<file path="src/rtl/pipe_stage_reg.sv">
`default_nettype none
// ============================================================================
// Module      : pipe_stage_reg
// Description : Generic pipeline stage register with ready/valid handshake,
//               flush, and a saturating stall counter. Define
//               PIPE_STAGE_SKID_EN to add a skid entry (two-deep,
//               registered in_ready).
// Revision    : 1.0 - initial release
// ============================================================================
module pipe_stage_reg #(
  parameter int PAYLOAD_W = 72,
  parameter int CNT_W     = 16
) (
  input  logic                 clock,
  input  logic                 reset,
  input  logic                 in_valid,
  output logic                 in_ready,
  input  logic [PAYLOAD_W-1:0] in_payload,
  input  logic                 flush,
  output logic                 out_valid,
  input  logic                 out_ready,
  output logic [PAYLOAD_W-1:0] out_payload,
  output logic [1:0]           occupancy,
  output logic [CNT_W-1:0]     stall_count,
  input  logic                 stall_count_clr
);

  localparam logic [1:0] S_EMPTY = 2'd0;
  localparam logic [1:0] S_BUSY  = 2'd1;
`ifdef PIPE_STAGE_SKID_EN
  localparam logic [1:0] S_FULL  = 2'd2;
`endif
  localparam logic [CNT_W-1:0] C_CNT_MAX = '1;

  logic [1:0]           r_state;
  logic [1:0]           w_next_state;
  logic [PAYLOAD_W-1:0] r_main;
  logic [CNT_W-1:0]     r_stall_count;
  logic                 w_accept;
  logic                 w_emit;
  logic                 w_load_main_in;
`ifdef PIPE_STAGE_SKID_EN
  logic [PAYLOAD_W-1:0] r_skid;
  logic                 w_load_main_skid;
  logic                 w_load_skid;
`endif

  assign w_accept = in_valid & in_ready;
  assign w_emit   = out_valid & out_ready;

  always_ff @(posedge clock or negedge reset) begin
    if (!reset) begin
      r_state <= S_EMPTY;
    end else begin
      r_state <= w_next_state;
    end
  end

  // Next state plus payload load strobes; flush suppresses every load.
  always_comb begin
    w_next_state   = r_state;
    w_load_main_in = 1'b0;
`ifdef PIPE_STAGE_SKID_EN
    w_load_main_skid = 1'b0;
    w_load_skid      = 1'b0;
`endif
    if (flush) begin
      w_next_state = S_EMPTY;
    end else begin
      case (r_state)
        S_EMPTY: begin
          w_load_main_in = w_accept;
          if (w_accept) begin
            w_next_state = S_BUSY;
          end
        end
        S_BUSY: begin
          w_load_main_in = w_accept & w_emit;
          if (w_emit && !w_accept) begin
            w_next_state = S_EMPTY;
          end
`ifdef PIPE_STAGE_SKID_EN
          w_load_skid = w_accept & ~w_emit;
          if (w_accept && !w_emit) begin
            w_next_state = S_FULL;
          end
`endif
        end
`ifdef PIPE_STAGE_SKID_EN
        S_FULL: begin
          w_load_main_skid = w_emit;
          if (w_emit) begin
            w_next_state = S_BUSY;
          end
        end
`endif
        default: w_next_state = S_EMPTY;
      endcase
    end
  end

  always_comb begin
    out_valid = (r_state != S_EMPTY);
    occupancy = r_state;
`ifdef PIPE_STAGE_SKID_EN
    in_ready  = (r_state != S_FULL);
`else
    // Single entry: a held beat can be replaced only while it is leaving.
    in_ready  = out_ready | (r_state == S_EMPTY);
`endif
  end

  always_ff @(posedge clock or negedge reset) begin
    if (!reset) begin
      r_main <= '0;
    end else if (w_load_main_in) begin
      r_main <= in_payload;
`ifdef PIPE_STAGE_SKID_EN
    end else if (w_load_main_skid) begin
      r_main <= r_skid;
`endif
    end
  end

`ifdef PIPE_STAGE_SKID_EN
  always_ff @(posedge clock or negedge reset) begin
    if (!reset) begin
      r_skid <= '0;
    end else if (w_load_skid) begin
      r_skid <= in_payload;
    end
  end
`endif

  // Saturating stall counter; clear wins over a same-cycle increment.
  always_ff @(posedge clock or negedge reset) begin
    if (!reset) begin
      r_stall_count <= '0;
    end else if (stall_count_clr) begin
      r_stall_count <= '0;
    end else if (out_valid && !out_ready && (r_stall_count != C_CNT_MAX)) begin
      r_stall_count <= r_stall_count + CNT_W'(1);
    end
  end

  assign out_payload = r_main;
  assign stall_count = r_stall_count;

endmodule
`default_nettype wire

</file>
<file path="config.mk">
export PLATFORM = sky130hd
export DESIGN_NAME = pipe_stage_reg
export DESIGN_NICKNAME = d
export VERILOG_FILES = /design/src/rtl/pipe_stage_reg.sv
export SDC_FILE = /design/constraint.sdc
export NUM_CORES = 1
export LEC_CHECK = 0
export ABC_AREA = 1
export CELL_PAD_IN_SITES_DETAIL_PLACEMENT = 0
export CELL_PAD_IN_SITES_GLOBAL_PLACEMENT = 2
export CORE_ASPECT_RATIO = 0.8
export CORE_MARGIN = 2
export CORE_UTILIZATION = 25
export DETAILED_ROUTE_END_ITERATION = 10
export PLACE_DENSITY = 0.84
export SLEW_MARGIN = 20
export SYNTH_ARGS = -nofsm -noshare
export SYNTH_HDL_FRONTEND = slang
export SYNTH_SLANG_ARGS = --single-unit
</file>
<file path="constraint.sdc">
create_clock -name clock -period 2 [get_ports clock]
set_input_delay 0.4 -clock clock [delete_from_list [all_inputs] [get_ports clock]]
set_output_delay 0.4 -clock clock [all_outputs]
set_load 0.1 [all_outputs]
</file>
==> reports/summary.txt <==
DR DRC count: 0
Final Util: 39.9%
routability cong.: 0.757
placed insts: 671
Req. time, crit path: 1600 ps
core area: 14900 um2
ANT cells: 0
total design power: 6840 uW
DR iter-0 viols: 174
synth unique cells: 24
post-synthesis cell count: 313
Cell Area, Synth: 3790 um2
status: completed
Static Leak: 0.00269 uW
Min-Delay Path Class: input pin to asynchronous set/reset pin
die area: 16200 um2
CTS resizes: 0
routed vias/inst: 4.33
# clock sinks: 89
gr usage total: 12.5%
# Post-CTS Setup Buffers: 0
Max Root-Sink Buffers: 2
io pins: 170
Power Density: 1150 nW/um2
Root Buffer: clkbuf_16
crit path DAT: 1450 ps
CTS Hold Bufs: 0
Die X: 142 um
worst path cell trace: clkdlybuf4s50_1, nor2_1, inv_4, buf_4, buf_12
Non-Filler Instances: 687
initial antenna violation count: 0
VDD IR max: 0.449 mV
type of origin of the critical path: input pin
Crit Path Category: input pin to output pin
Max stage delay on crit path: 400 ps
CP Capture Type: output pin
slowest CP cell: clkdlybuf4s50_1
Std-Cell Rows: 40
Vias: 2973
worst skew pair latency: 350 ps
IO buf count: 168
pin count of the biggest net entering global routing: 39
vias in the first global route: 3008
Layout area overhead: 56.9%
global route total overflow: 0
Seq/Total Area, Yosys: 58.7%
Worst-path clk slew: 70 ps
final hold viol count: 0
post-synthesis net count: 392
DRT Wirelength: 9840 um
pre-CTS WS: -15.8 ps
nets: 572
Mean Syn Cell Area: 12.1 um2
DIE HEIGHT: 114 um
Initial Utilization: 25.4%
fin crit period: 1850 ps
CTS tree: yes
RSZ-0062 raised after global routing: no
worst rel slew slack: 62.7%
final setup fails: 0
layout cells sized above 1: 28.5%
Worst Max-Slew Pin Slew: 560 ps
Slew Limit Fails: 0
drt wl/cell: 14.3 um
PnR worst setup slack: 150 ps
synthesized flop and latch total: 89
Final period util: 92.5%
post-route ant nets: 0
Initial DRT Pass Iterations: 4
hpwl dp: 7470 um
Synth warnings: 0
first-pass GRT wire length: 15700 um
H-tree lvl count: 3
Fillers: 1418
clk_skew: 4.70 ps
CTS buffer count: 9
Max-Cap Viols: 0
Max FO, Critical Path: 4
fmax: 541 MHz
## layout by cell type (no fill, tap or decap), types with 2 or more instances in the layout
master / netlist / final
nand3_1: 12 / 12
clkbuf_16: 0 / 9
mux2_1: 72 / 72
nor2_4: 4 / 4
inv_8: 0 / 2
nand3b_1: 2 / 2
buf_4: 9 / 95
xor2_1: 3 / 3
clkinvlp_4: 0 / 2
dfrtp_1: 89 / 78
nand2_1: 61 / 60
a21oi_1: 2 / 2
inv_1: 15 / 15
buf_12: 0 / 10
nor2_1: 17 / 17
nand4_1: 15 / 15
clkdlybuf4s50_1: 0 / 76
dfrtp_2: 0 / 10
## state kept, by name, summed over array words and instances (netlist names)
register and cells:
out_payload 72, stall_count 16, occupancy 1
## path summary, 6_finish.rpt
check / start / end / slack, ps / cells past startpoint
setup reg to reg: stall_count[0] / stall_count[4] / 260 / 9
max in group asynchronous: reset / out_payload[63] / 1350 / 2
hold reg to reg: out_payload[33] / out_payload[33] / 490 / 1
setup / recovery: out_ready / in_ready / 150 / 5
min in group clock: out_payload[33] / out_payload[33] / 490 / 1
hold / removal: reset / out_payload[25] / 30 / 1
## through the flow
step / setup TNS (ps) / hold WS, ps / cell area [um2]
2_1_floorplan: 0 / 104 / 3810
3_3_place_gp: 0 / 431 / 5640
3_5_place_dp: -39.4 / 430 / 5640
4_1_cts: 0 / 42.3 / 5950
5_1_grt: 0 / 67.1 / 5950
6_report: 0 / 34.4 / 5950
## layer usage
metal | GRT usage, % | vias up | part of all wire (%)
li1 | - | 1415 | -
met1 | 15.5 | 1437 | 43
met2 | 20.3 | 109 | 48
met3 | 4.10 | 12 | 7.0
met4 | 5.20 | 0 | 1.7
met5 | 0 | - | 0
## synthesized netlist by cell type
master	n	area, um2
nand3_1	12	60.1
buf_1	1	3.75
nand2_2	1	6.26
buf_6	1	11.3
nor3_1	1	5.00
or2_2	1	6.26
a21oi_1	2	10.0
xor2_1	3	26.3
nand2_1	61	229
buf_2	1	5.00
ha_1	1	12.5
nor2_2	1	6.26
nor2_1	17	63.8
o21ai_0	1	5.00
dfrtp_1	89	2230
nand3b_1	2	15.0
mux2_1	72	811
nor2_4	4	45.0
nor2_8	1	20.0
nand4_1	15	93.8
inv_2	1	3.75
inv_1	15	56.3
buf_4	9	67.6
conb_1	1	3.75
## kinds of logic after synthesis
logic type      after synthesis  share of synthesized area [%]
compound gates                3                          0.396
xor+xnor                      3                          0.693
fa+ha+maj                     1                          0.330
buf+inv                      28                           3.89
flops                        89                           58.7
mux                          72                           21.4
other cells                   1                         0.0988
simple gates                116                           14.5
## area by class of cell
| class | count | area (um2) | share of cell area, % |
|---|---|---|---|
| well taps | 189 | 236 | 3.97 |
| flip-flops and latches | 89 | 2240 | 37.7 |
| multi-input cells | 196 | 1430 | 24.0 |
| repair buffers | 181 | 1670 | 28.1 |
| clock inverters | 7 | 85.1 | 1.43 |
| inverters | 16 | 62.6 | 1.05 |
| clock buffers | 9 | 225 | 3.78 |
## report_power, final
| group | switching, uW | leakage [uW] | internal [uW] |
|---|---|---|---|
| clock | 770 | 0.000146 | 992 |
| sequential | 133 | 0.00106 | 2060 |
| combinational | 2260 | 0.00148 | 637 |
## worst max-delay path, delay by kind of cell
kind          cells  cell delay (ps)
buf+inv           4              810
simple gates      1              230
No activity file was read; power rests on OpenSTA's default activity.
